<file path="config.mk">
export PLATFORM = sky130hd
export DESIGN_NAME = hilo_div_unit_flat
export DESIGN_NICKNAME = d
export VERILOG_FILES = /design/src/rtl/hilo_div_unit_pkg.sv /design/src/rtl/hilo_div_unit_if.sv /design/src/rtl/hilo_div_unit_div_core.sv /design/src/rtl/hilo_div_unit.sv /design/src/flat_wrapper.sv
export SDC_FILE = /design/constraint.sdc
export NUM_CORES = 1
export LEC_CHECK = 0
export ABC_AREA = 1
export BUFFER_PORTS_ARGS = -buffer_cell sky130_fd_sc_hd__buf_2
export CORE_MARGIN = 10
export CORE_UTILIZATION = 60
export CTS_BUF_LIST = sky130_fd_sc_hd__clkbuf_2
export DETAILED_ROUTE_END_ITERATION = 16
export HOLD_SLACK_MARGIN = 0.05
export PLACE_DENSITY_LB_ADDON = 0.3
export SYNTH_ARGS = -nofsm -noshare
export SYNTH_HDL_FRONTEND = slang
export SYNTH_SLANG_ARGS = --single-unit
</file>
<file path="constraint.sdc">
create_clock -name clk -period 4.6 [get_ports clk]
set_clock_uncertainty 0.15 [all_clocks]
set_input_delay 0 -clock clk [delete_from_list [all_inputs] [get_ports clk]]
set_output_delay 0 -clock clk [all_outputs]
set_load 0.01 [all_outputs]
</file>
<file path="src/rtl/hilo_div_unit_pkg.sv">
`default_nettype none
// ============================================================================
// Module      : hilo_pkg
// Description : Shared FSM encodings, divider constants and sign helper for
//               the HI/LO register and divider unit.
// Revision    : 1.0 - initial release
// ============================================================================
package hilo_pkg;

    typedef enum logic [1:0] {
        IDLE = 2'd0,
        RUN  = 2'd1,
        DONE = 2'd2
    } hilo_state_e;

    localparam int DIV_ITERS = 32;
    localparam int CNT_W     = 6;

    // Conditional two's-complement negate used by the sign fix-up.
    function automatic logic [31:0] neg_if(input logic neg, input logic [31:0] v);
        return neg ? (~v + 32'd1) : v;
    endfunction

endpackage
`default_nettype wire

</file>
<file path="src/rtl/hilo_div_unit_if.sv">
`default_nettype none
// ============================================================================
// Module      : hilo_div_unit_if
// Description : Execute-stage bus between the pipeline and the HI/LO unit.
// Revision    : 1.0 - initial release
// ============================================================================
interface hilo_div_unit_if #(
    parameter int WIDTH = 32
);
    logic             hi_we;
    logic             lo_we;
    logic [WIDTH-1:0] hi_wdata;
    logic [WIDTH-1:0] lo_wdata;
    logic             div_start;
    logic             div_signed;
    logic [WIDTH-1:0] div_a;
    logic [WIDTH-1:0] div_b;
    logic             flush;
    logic [WIDTH-1:0] hi_o;
    logic [WIDTH-1:0] lo_o;
    logic             div_busy;
    logic             div_done;

    modport master (
        output hi_we, lo_we, hi_wdata, lo_wdata,
        output div_start, div_signed, div_a, div_b, flush,
        input  hi_o, lo_o, div_busy, div_done
    );

    modport slave (
        input  hi_we, lo_we, hi_wdata, lo_wdata,
        input  div_start, div_signed, div_a, div_b, flush,
        output hi_o, lo_o, div_busy, div_done
    );
endinterface
`default_nettype wire

</file>
<file path="src/rtl/hilo_div_unit_div_core.sv">
`default_nettype none
// ============================================================================
// Module      : div_core
// Description : Unsigned restoring divider datapath, one quotient bit per step.
// Revision    : 1.0 - initial release
// ============================================================================
module div_core #(
    parameter int WIDTH = 32
) (
    input  wire logic             clk,
    input  wire logic             resetn,
    input  wire logic             load_i,
    input  wire logic             step_i,
    input  wire logic [WIDTH-1:0] dividend_i,
    input  wire logic [WIDTH-1:0] divisor_i,
    output logic      [WIDTH-1:0] quo_nx_o,
    output logic      [WIDTH-1:0] rem_nx_o
);
    logic [WIDTH-1:0] rem_q, quo_q, dvs_q;
    logic [WIDTH-1:0] rem_d, quo_d;
    logic [WIDTH:0]   shift_w;
    logic [WIDTH+1:0] trial_w;
    logic             fits_w;

    // Shifted partial remainder can reach WIDTH+1 bits, so the trial carries
    // one extra guard bit to keep its sign unambiguous for large divisors.
    always_comb begin
        shift_w = {rem_q, quo_q[WIDTH-1]};
        trial_w = {1'b0, shift_w} - {2'b00, dvs_q};
        fits_w  = ~trial_w[WIDTH+1];
        rem_d   = fits_w ? trial_w[WIDTH-1:0] : shift_w[WIDTH-1:0];
        quo_d   = {quo_q[WIDTH-2:0], fits_w};
    end

    assign quo_nx_o = quo_d;
    assign rem_nx_o = rem_d;

    always_ff @(posedge clk) begin
        if (!resetn) begin
            rem_q <= '0;
            quo_q <= '0;
            dvs_q <= '0;
        end else if (load_i) begin
            rem_q <= '0;
            quo_q <= dividend_i;
            dvs_q <= divisor_i;
        end else if (step_i) begin
            rem_q <= rem_d;
            quo_q <= quo_d;
        end
    end
endmodule
`default_nettype wire

</file>
<file path="src/rtl/hilo_div_unit.sv">
`default_nettype none
// ============================================================================
// Module      : hilo_div_unit
// Description : Architectural HI/LO registers with direct writes and an
//               iterative signed/unsigned divider that stalls the pipeline.
// Revision    : 1.0 - initial release
// ============================================================================
module hilo_div_unit
    import hilo_pkg::*;
#(
    parameter int WIDTH = 32
) (
    input  wire logic       clk,
    input  wire logic       resetn,
    hilo_div_unit_if.slave  bus
);
    hilo_state_e      state_q;
    logic [CNT_W-1:0] cnt_q;
    logic             sign_q_q, sign_r_q, done_q;
    logic [WIDTH-1:0] hi_q, lo_q;
    logic [WIDTH-1:0] mag_a_w, mag_b_w, quo_nx_w, rem_nx_w;
    logic             accept_w, last_w;

    assign accept_w = (state_q == IDLE) & bus.div_start & ~bus.flush;
    assign last_w   = (state_q == RUN) & ~bus.flush
                    & (cnt_q == CNT_W'(DIV_ITERS - 1));
    assign mag_a_w  = neg_if(bus.div_signed & bus.div_a[WIDTH-1], bus.div_a);
    assign mag_b_w  = neg_if(bus.div_signed & bus.div_b[WIDTH-1], bus.div_b);

    div_core #(.WIDTH(WIDTH)) u_core (
        .clk        (clk),
        .resetn     (resetn),
        .load_i     (accept_w),
        .step_i     (state_q == RUN),
        .dividend_i (mag_a_w),
        .divisor_i  (mag_b_w),
        .quo_nx_o   (quo_nx_w),
        .rem_nx_o   (rem_nx_w)
    );

    always_ff @(posedge clk) begin
        if (!resetn) begin
            state_q  <= IDLE;
            cnt_q    <= '0;
            sign_q_q <= 1'b0;
            sign_r_q <= 1'b0;
            done_q   <= 1'b0;
            hi_q     <= '0;
            lo_q     <= '0;
        end else begin
            done_q <= 1'b0;
            case (state_q)
                IDLE: begin
                    if (accept_w) begin
                        state_q  <= RUN;
                        cnt_q    <= '0;
                        sign_q_q <= bus.div_signed & (bus.div_a[WIDTH-1] ^ bus.div_b[WIDTH-1]);
                        sign_r_q <= bus.div_signed & bus.div_a[WIDTH-1];
                    end
                end
                RUN: begin
                    if (bus.flush) begin
                        state_q <= IDLE;
                    end else if (last_w) begin
                        state_q <= DONE;
                        done_q  <= 1'b1;
                    end
                    cnt_q <= cnt_q + CNT_W'(1);
                end
                DONE:    state_q <= IDLE;
                default: state_q <= IDLE;
            endcase

            // Divider result takes priority over a same-edge ALU write.
            if (last_w) begin
                hi_q <= neg_if(sign_r_q, rem_nx_w);
                lo_q <= neg_if(sign_q_q, quo_nx_w);
            end else begin
                if (bus.hi_we) hi_q <= bus.hi_wdata;
                if (bus.lo_we) lo_q <= bus.lo_wdata;
            end
        end
    end

    assign bus.hi_o     = hi_q;
    assign bus.lo_o     = lo_q;
    assign bus.div_done = done_q;
    assign bus.div_busy = (state_q == RUN) | accept_w;
endmodule
`default_nettype wire

</file>
<file path="src/flat_wrapper.sv">
// flat-port wrapper written by rule: the top's interface ports become plain ports
module hilo_div_unit_flat import hilo_pkg::*;
#(
    parameter int WIDTH = 32
)
  (clk, resetn, bus_hi_we, bus_lo_we, bus_hi_wdata, bus_lo_wdata, bus_div_start, bus_div_signed, bus_div_a, bus_div_b, bus_flush, bus_hi_o, bus_lo_o, bus_div_busy, bus_div_done);
  hilo_div_unit_if #(.WIDTH(WIDTH)) bus_i ();
  input  wire logic clk;
  input  wire logic resetn;
  input wire logic [$bits(bus_i.hi_we)-1:0] bus_hi_we;
  input wire logic [$bits(bus_i.lo_we)-1:0] bus_lo_we;
  input wire logic [$bits(bus_i.hi_wdata)-1:0] bus_hi_wdata;
  input wire logic [$bits(bus_i.lo_wdata)-1:0] bus_lo_wdata;
  input wire logic [$bits(bus_i.div_start)-1:0] bus_div_start;
  input wire logic [$bits(bus_i.div_signed)-1:0] bus_div_signed;
  input wire logic [$bits(bus_i.div_a)-1:0] bus_div_a;
  input wire logic [$bits(bus_i.div_b)-1:0] bus_div_b;
  input wire logic [$bits(bus_i.flush)-1:0] bus_flush;
  output wire logic [$bits(bus_i.hi_o)-1:0] bus_hi_o;
  output wire logic [$bits(bus_i.lo_o)-1:0] bus_lo_o;
  output wire logic [$bits(bus_i.div_busy)-1:0] bus_div_busy;
  output wire logic [$bits(bus_i.div_done)-1:0] bus_div_done;
  assign bus_i.hi_we = bus_hi_we;
  assign bus_i.lo_we = bus_lo_we;
  assign bus_i.hi_wdata = bus_hi_wdata;
  assign bus_i.lo_wdata = bus_lo_wdata;
  assign bus_i.div_start = bus_div_start;
  assign bus_i.div_signed = bus_div_signed;
  assign bus_i.div_a = bus_div_a;
  assign bus_i.div_b = bus_div_b;
  assign bus_i.flush = bus_flush;
  assign bus_hi_o = bus_i.hi_o;
  assign bus_lo_o = bus_i.lo_o;
  assign bus_div_busy = bus_i.div_busy;
  assign bus_div_done = bus_i.div_done;
  hilo_div_unit #(.WIDTH(WIDTH)) u_core (.clk(clk), .resetn(resetn), .bus(bus_i));
endmodule
</file>
==> flow_summary.json, run 1 <==
{
  "outcome": "stopped before the end",
  "lastStage": "5_1_grt",
  "tool.error": "[ERROR GRT-0116] Global routing finished with congestion. Check the congestion regions in the DRC Viewer.",
  "yosysSeqAreaShare_pct": 25.85,
  "num_io_pins": 201,
  "grt_overflow_total": 18,
  "yosys.cell_types.count": 52,
  "synth-xor-area-share_pct": 6.416,
  "synth_top_area_share_pct": 25.85,
  "synth_top_family_by_area": "simple AND/OR/NAND/NOR gates",
  "pre_cts_slack_ns": 0.4701,
  "synth-simple-area-share_pct": 35.40,
  "grt_use_total_pct": 63.05,
  "synthMuxAreaShare_pct": 0,
  "root_buffer": "clkbuf_2",
  "routabilityCongestion": 1.056,
  "syn_area_um2": 13240,
  "ys_ff_latch": 171,
  "synth_warnings": 0,
  "port_buffers": 200,
  "synth.area.top_cells": "dfxtp_1, nand2_1, inv_1",
  "synthCells": 2200,
  "synth_top_cell_by_area": "dfxtp_1",
  "synth.net_count": 2373,
  "grt_first_pass_wirelength_um": 140000,
  "post_cts_buffers": 0,
  "ys.flop_type": "dfxtp_1",
  "dp_hpwl_um": 37260,
  "ctsHtreeMaxLevel": 4,
  "grt_pass1_vias": 22782,
  "avgSynthCellArea_um2": 6.019,
  "initial_core_util_pct": 60.86,
  "clk_path_buf_depth": 2,
  "synth_compound_gate_area_share_pct": 17.61,
  "grt_start_max_net_pins": 80,
  "clock_sinks": 171,
  "cts_buffers": 17,
  "synthArstFlopShare_pct": 0,
  "synth.most_common_cell": "nand2_1",
  "synth_edf_count": 0,
  "die_y_um": 168.6,
  "synth-adder-area-share_pct": 3.647,
  "die_w_um": 168.6,
  "row_count": 54,
  "ys_top_cells_by_count": "nand2_1, inv_1, nor2_1"
}
metrics by stage:
stage / instance area (um2) / cells / hold slack [ns] / util (%)
after CTS: 19280 / 3107 / 0.05446 / 88.63
after global placement: 14360 / 2610 / 0.1224 / 66.02
after detailed placement: 14360 / 2610 / 0.1281 / 66.02
after floorplan: 13240 / 2200 / -0.01128 / -
routing by layer:
layer,GRT overflow,GRT usage [%]
met2,9,81.32
met1,0,61.40
met5,0,20.76
met4,9,60.90
met3,0,47.82
repair_timing:
item / in CTS
endpoints found under the hold margin: 153
hold buffers: 465
gates resized for setup: 0
logic make-up after synthesis:
kind of cell | after synthesis
and+or+nand+nor | 1096
buffers and inverters | 372
xor gates and xnor gates | 97
DFF | 171
adders and majority gates | 38
AOI/OAI and AO/OA | 426
==> run 2, diff against run 1 <==
--- a/config.mk
+++ b/config.mk
@@ -8,11 +8,9 @@
 export ABC_AREA = 1
 export BUFFER_PORTS_ARGS = -buffer_cell sky130_fd_sc_hd__buf_2
 export CORE_MARGIN = 10
-export CORE_UTILIZATION = 60
-export CTS_BUF_LIST = sky130_fd_sc_hd__clkbuf_2
+export CORE_UTILIZATION = 40
 export DETAILED_ROUTE_END_ITERATION = 16
-export HOLD_SLACK_MARGIN = 0.05
-export PLACE_DENSITY_LB_ADDON = 0.3
+export PLACE_DENSITY_LB_ADDON = 0.15
 export SYNTH_ARGS = -nofsm -noshare
 export SYNTH_HDL_FRONTEND = slang
 export SYNTH_SLANG_ARGS = --single-unit
==> run 2 against run 1 <==
  * The flow now finishes without violations
  * Area after synthesis unchanged
  * Synthesized cell count unchanged
==> flow_summary.json, run 2 <==
{
  "outcome": "finished, final reports clean",
  "fin_ws_ns": 0.3304,
  "initialDrtViolationCount": 1112,
  "slew_viol_final": 0,
  "fin_cells": 2992,
  "yosys.cell_types.count": 52,
  "cpMostUsedCell": "nand2_1",
  "cap_violations": 0,
  "crit_path_cell_trace": "inv_1 -> ha_1 -> nand2_1 -> nor2_1 -> nand2_1 -> nor2_2 -> nand2_8 -> nand2_4 -> buf_12 -> nand2_1 -> o21ai_2 -> ha_1 -> nand3_2 -> nor2_4 -> a21oi_1 -> xor2_1 -> o21ai_0 -> o21ai_0 -> dlygate4sd3_1 -> a21oi_1",
  "port_buffers": 200,
  "cp-end-kind": "register",
  "clock_sinks": 171,
  "cpPeakStageDelay_ns": 0.57,
  "synth_warnings": 0,
  "post_cts_buffers": 0,
  "yosysSeqAreaShare_pct": 25.85,
  "peakVddDrop_uv": 305.2,
  "finalHoldViolCount": 0,
  "min_period_over_period_pct": 92.82,
  "worst_pin_slew_ns": 1.130,
  "leakagePower_nw": 8.124,
  "avgSynthCellArea_um2": 6.019,
  "grt_use_total_pct": 25.68,
  "die_w_um": 201.9,
  "worstHoldPathType": "in2reg",
  "design.core.area_um2": 32620,
  "first_pass_iters": 6,
  "ys_ff_latch": 171,
  "grt_first_pass_wirelength_um": 83890,
  "place_inst": 2771,
  "initial_core_util_pct": 40.59,
  "cp.required_ns": 4.74,
  "row_count": 66,
  "area_delta_synth_final_pct": 28.53,
  "grt_pass1_vias": 15121,
  "synth.area.top_cells": "dfxtp_1, nand2_1, inv_1",
  "insertion_delay_ns": 0.46,
  "ys_top_cells_by_count": "nand2_1, inv_1, nor2_1",
  "layout_min_cycle_time_ns": 4.270,
  "drive_gt1_share_pct": 13.95,
  "path_clk_slew_ns": 0.08,
  "rsz0062_at_grt": "no",
  "synth.net_count": 2373,
  "drcViolationCount": 0,
  "synth_top_cell_by_area": "dfxtp_1",
  "fin_nets": 2705,
  "crit_path_top_delay_cell": "dlygate4sd3_1",
  "syn_area_um2": 13240,
  "synth_edf_count": 0,
  "synthArstFlopShare_pct": 0,
  "ctsHtreeMaxLevel": 4,
  "synth.most_common_cell": "nand2_1",
  "antenna_found_initial": 5,
  "ant_nets": 0,
  "start_kind": "register",
  "cts_buffers": 17,
  "slew_headroom_pct": 24.45,
  "arrival_ns": 4.41,
  "pre_cts_slack_ns": 0.4159,
  "power_density_nw_per_um2": 328.3,
  "root_buffer": "clkbuf_16",
  "route.detailed.wl_per_inst_um": 18.03,
  "vias": 15469,
  "cts_tree": "built",
  "die_y_um": 201.9,
  "dp_hpwl_um": 40130,
  "synth_top_area_share_pct": 25.85,
  "avgViaCountPerCell": 5.170,
  "max_freq_ghz": 0.2342,
  "die-area_um2": 40780,
  "routabilityCongestion": 0.9569,
  "final_common_cell": "nand2_1",
  "layout_common_cells": "nand2_1, inv_1, nor2_1",
  "num_io_pins": 201,
  "ys.flop_type": "dfxtp_1",
  "grt_start_max_net_pins": 86,
  "routed_wl_um": 53950,
  "setup_tns_ns": 0,
  "grt_overflow_total": 0,
  "clk_path_buf_depth": 2,
  "crit_path_max_fanout": 46,
  "setup_violations": 0,
  "critical_path_class": "reg2reg",
  "synthCells": 2200
}
==> run 2: cell counts after synthesis <==
No cell type changed its count.
==> run 2: cell families after synthesis <==
| kind of cell | count (synthesis) | synth area share (%) |
|---|---|---|
| AOI/OAI and AO/OA | 426 | 17.61 |
| and+or+nand+nor | 1096 | 35.40 |
| DFF | 171 | 25.85 |
| adders and majority gates | 38 | 3.647 |
| buffers and inverters | 372 | 11.07 |
| xor gates and xnor gates | 97 | 6.416 |
==> run 2: final cells by class <==
type / instances / area [um2]
multi-input cells: 1657 / 8393
inverters: 283 / 1064
fillers: 3352 / 15600
flip-flops and latches: 171 / 3423
repair buffers: 402 / 3003
clock inverters: 13 / 117.6
diodes: 5 / 12.51
well taps: 442 / 553.0
clock buffers: 19 / 452.9
==> run 2: routing by layer <==
metal  up-vias  global-route usage, %  routed length [um]
met3        95                  4.542                2664
met4         0                  8.993                1746
li1       7702                      -                   -
met5         -                      0                   0
met1      7247                  30.79               22770
met2       425                  45.05               26770
==> run 2: power breakdown <==
group | leakage (nW) | total, W | internal, W | switching, W
combinational | 6.45 | 0.00247 | 0.000811 | 0.00166
clock | 0.274 | 0.00148 | 0.000745 | 0.000735
sequential | 1.40 | 0.00164 | 0.00157 | 0.0000707
==> run 2: what timing repair did <==
action	CTS	global route
endpoints found under the setup margin	0	3
hold buffers	184	0
hold endpoints to repair	132	0
gates resized for setup	0	5
==> run 2: worst paths after layout <==
path                                start                  end  slack, ns  depth (start not counted)
hold reg to reg       u_core.bus.lo_o[10]  u_core.bus.lo_o[10]       0.31                          2
setup / recovery  u_core.u_core.dvs_q[24]   u_core.bus.hi_o[6]       0.33                         20
hold / removal                  bus_lo_we  u_core.bus.lo_o[25]       0.04                          4
setup reg to reg  u_core.u_core.dvs_q[24]   u_core.bus.hi_o[6]       0.33                         20
==> run 2: worst max-delay path: cells and delay by family, from the launching register on <==
kind            cells  cell delay, ns
simple gates        9            1.29
fa+ha+maj           2            0.66
flops               1            0.31
xor+xnor            1            0.26
buf+inv             3            0.91
compound gates      5            0.49
==> run 2: through the flow <==
step | total power (W) | hold slack (ns) | util [%] | instance area [um2]
after CTS | 0.005566 | 0.02115 | 52.08 | 16990
final | 0.005587 | 0.04492 | 52.17 | 17020
after floorplan | 0.003270 | -0.01128 | - | 13240
after global placement | 0.003955 | 0.1466 | 44.69 | 14580
after detailed placement | 0.003959 | 0.1481 | 44.69 | 14580
after global routing | 0.005915 | 0.04779 | 52.17 | 17020
Power figures use the tool's default switching activity.
==> run 3, diff against run 2 <==
--- a/config.mk
+++ b/config.mk
@@ -8,8 +8,9 @@
 export ABC_AREA = 1
 export BUFFER_PORTS_ARGS = -buffer_cell sky130_fd_sc_hd__buf_2
 export CORE_MARGIN = 10
-export CORE_UTILIZATION = 40
+export CORE_UTILIZATION = 41
 export DETAILED_ROUTE_END_ITERATION = 16
+export GPL_ROUTABILITY_DRIVEN = 0
 export PLACE_DENSITY_LB_ADDON = 0.15
 export SYNTH_ARGS = -nofsm -noshare
 export SYNTH_HDL_FRONTEND = slang
==> run 3 against run 2 <==
  * Via count up 0.75%
  * Sequential power about the same
  * Final cell count shrank 1.4%
  * First-iteration DRC count rose by 25%
  * Combinational power barely moved
  * Worst setup slack improved by 0.0016 ns
  * Critical path type unchanged
  * Largest power group unchanged
==> flow_summary.json, run 3 (synthesized netlist as in run 2, its figures left out) <==
{
  "avgViaCountPerCell": 5.285,
  "layout_min_cycle_time_ns": 4.268,
  "initialDrtViolationCount": 1391,
  "critical_path_class": "reg2reg",
  "grt_first_pass_wirelength_um": 80250,
  "routed_wl_um": 51320,
  "power_w": 0.005661,
  "arrival_ns": 4.43,
  "die-area_um2": 39880,
  "fill_cells": 3219,
  "clock_sinks": 171,
  "route.detailed.wl_per_inst_um": 17.40,
  "initial_core_util_pct": 41.75,
  "fin_nets": 2705,
  "grt_use_total_pct": 25.27,
  "path_clk_slew_ns": 0.07,
  "wl_met2_um": 24870,
  "root_buffer": "clkbuf_16",
  "die_w_um": 199.7,
  "dr_wl_met3_um": 3601,
  "worst_pin_slew_ns": 1.133,
  "start_kind": "register",
  "max_freq_ghz": 0.2343,
  "ctsHtreeMaxLevel": 4,
  "leakagePower_nw": 8.145,
  "drive_gt1_share_pct": 13.91,
  "first_pass_iters": 6,
  "power_density_nw_per_um2": 332.7,
  "grt_start_max_net_pins": 97,
  "drcViolationCount": 0,
  "design.core.area_um2": 31720,
  "cap_violations": 0,
  "ant_nets": 0,
  "area_delta_synth_final_pct": 28.49,
  "setup_tns_ns": 0,
  "cp-end-kind": "register",
  "top_layer": "met4",
  "finalHoldViolCount": 0,
  "slew_headroom_pct": 24.31,
  "grt_overflow_total": 0,
  "m1WireLength_um": 21200,
  "fin_ws_ns": 0.3320,
  "peakVddDrop_uv": 304.5,
  "min_period_over_period_pct": 92.78,
  "die_y_um": 199.7,
  "clk_path_buf_depth": 2,
  "setup_violations": 0,
  "worstHoldPathType": "in2reg",
  "cts_buffers": 17,
  "pre_cts_slack_ns": 0.3089,
  "row_count": 65,
  "grt_pass1_vias": 14969,
  "rsz0062_at_grt": "no",
  "cts_tree": "built",
  "final_common_cell": "nand2_1",
  "dp_hpwl_um": 38130,
  "cp.required_ns": 4.76,
  "slew_viol_final": 0,
  "port_buffers": 200,
  "outcome": "finished, final reports clean",
  "vias": 15585,
  "num_io_pins": 201,
  "insertion_delay_ns": 0.47,
  "crit_path_max_fanout": 46,
  "layout_common_cells": "nand2_1, inv_1, nor2_1",
  "antenna_found_initial": 2
}
run 3: changes by cell type in the layout (fill, tap and decap cells not counted), sizes merged:
cell / delta
bufinv: +2
diode: -3
dlygate4sd3: +3
inv: -5
clkinv: +4
buf: -3
clkinvlp: -1
run 3: per-stage QoR:
stage,instances,hold WS (ns),utilization (%),instance area (um2)
after detailed placement,2726,0.1704,45.68,14490
final,2949,0.03574,53.64,17010
after CTS,2945,0.003547,53.50,16970
after floorplan,2200,-0.01128,-,13240
after global placement,2726,0.1535,45.68,14490
after global routing,2948,0.04398,53.63,17010
run 3: cell type report:
type	count	area [um2]	share of cell area, %
clock buffers	19	452.9	2.662
multi-input cells	1657	8401	49.37
flip-flops and latches	171	3423	20.12
diodes	2	5.005	0.02942
well taps	402	503.0	2.956
clock inverters	13	155.1	0.9119
repair buffers	402	3010	17.69
inverters	283	1064	6.251
run 3: worst paths after layout:
check,from,endpoint,slack (ns),cells after the start
max reg2reg,u_core.u_core.dvs_q[25],u_core.bus.hi_o[6],0.33,20
min reg2reg,u_core.bus.hi_o[23],u_core.bus.hi_o[23],0.31,2
min,bus_lo_we,u_core.bus.lo_o[31],0.04,4
max,u_core.u_core.dvs_q[25],u_core.bus.hi_o[6],0.33,20
run 3: routing by layer:
metal / vias up / global-route usage, %
met1: 7158 / 30.71
li1: 7696 / -
met5: - / 0
met3: 103 / 4.643
met4: 0 / 9.563
met2: 628 / 43.43
run 3: what timing repair did:
action	in CTS	in global routing
setup endpoints to repair	0	13
buffers inserted	0	2
hold endpoints to repair	133	0
gates resized for setup	0	7
hold buffers	187	0
run 3: power by group:
part	switching, W	leakage [nW]	total (W)	internal [W]
combinational	0.00165	6.45	0.00246	0.000812
sequential	0.0000735	1.40	0.00164	0.00157
clock	0.000718	0.294	0.00156	0.000844
run 3: critical path: stages, from the launching register on:
cell	delay, ns
dfxtp_1	0.36
inv_1	0.06
ha_1	0.39
nand2_1	0.11
nor2_1	0.23
nand2_1	0.16
nor2_2	0.23
nand2_8	0.15
nand2_4	0.11
buf_12	0.25
nand2_1	0.10
o21ai_2	0.14
ha_1	0.25
nand3_2	0.10
nor2_4	0.13
a21oi_1	0.09
xor2_1	0.23
o21ai_0	0.10
o21ai_0	0.09
dlygate4sd3_1	0.59
a21oi_1	0.06
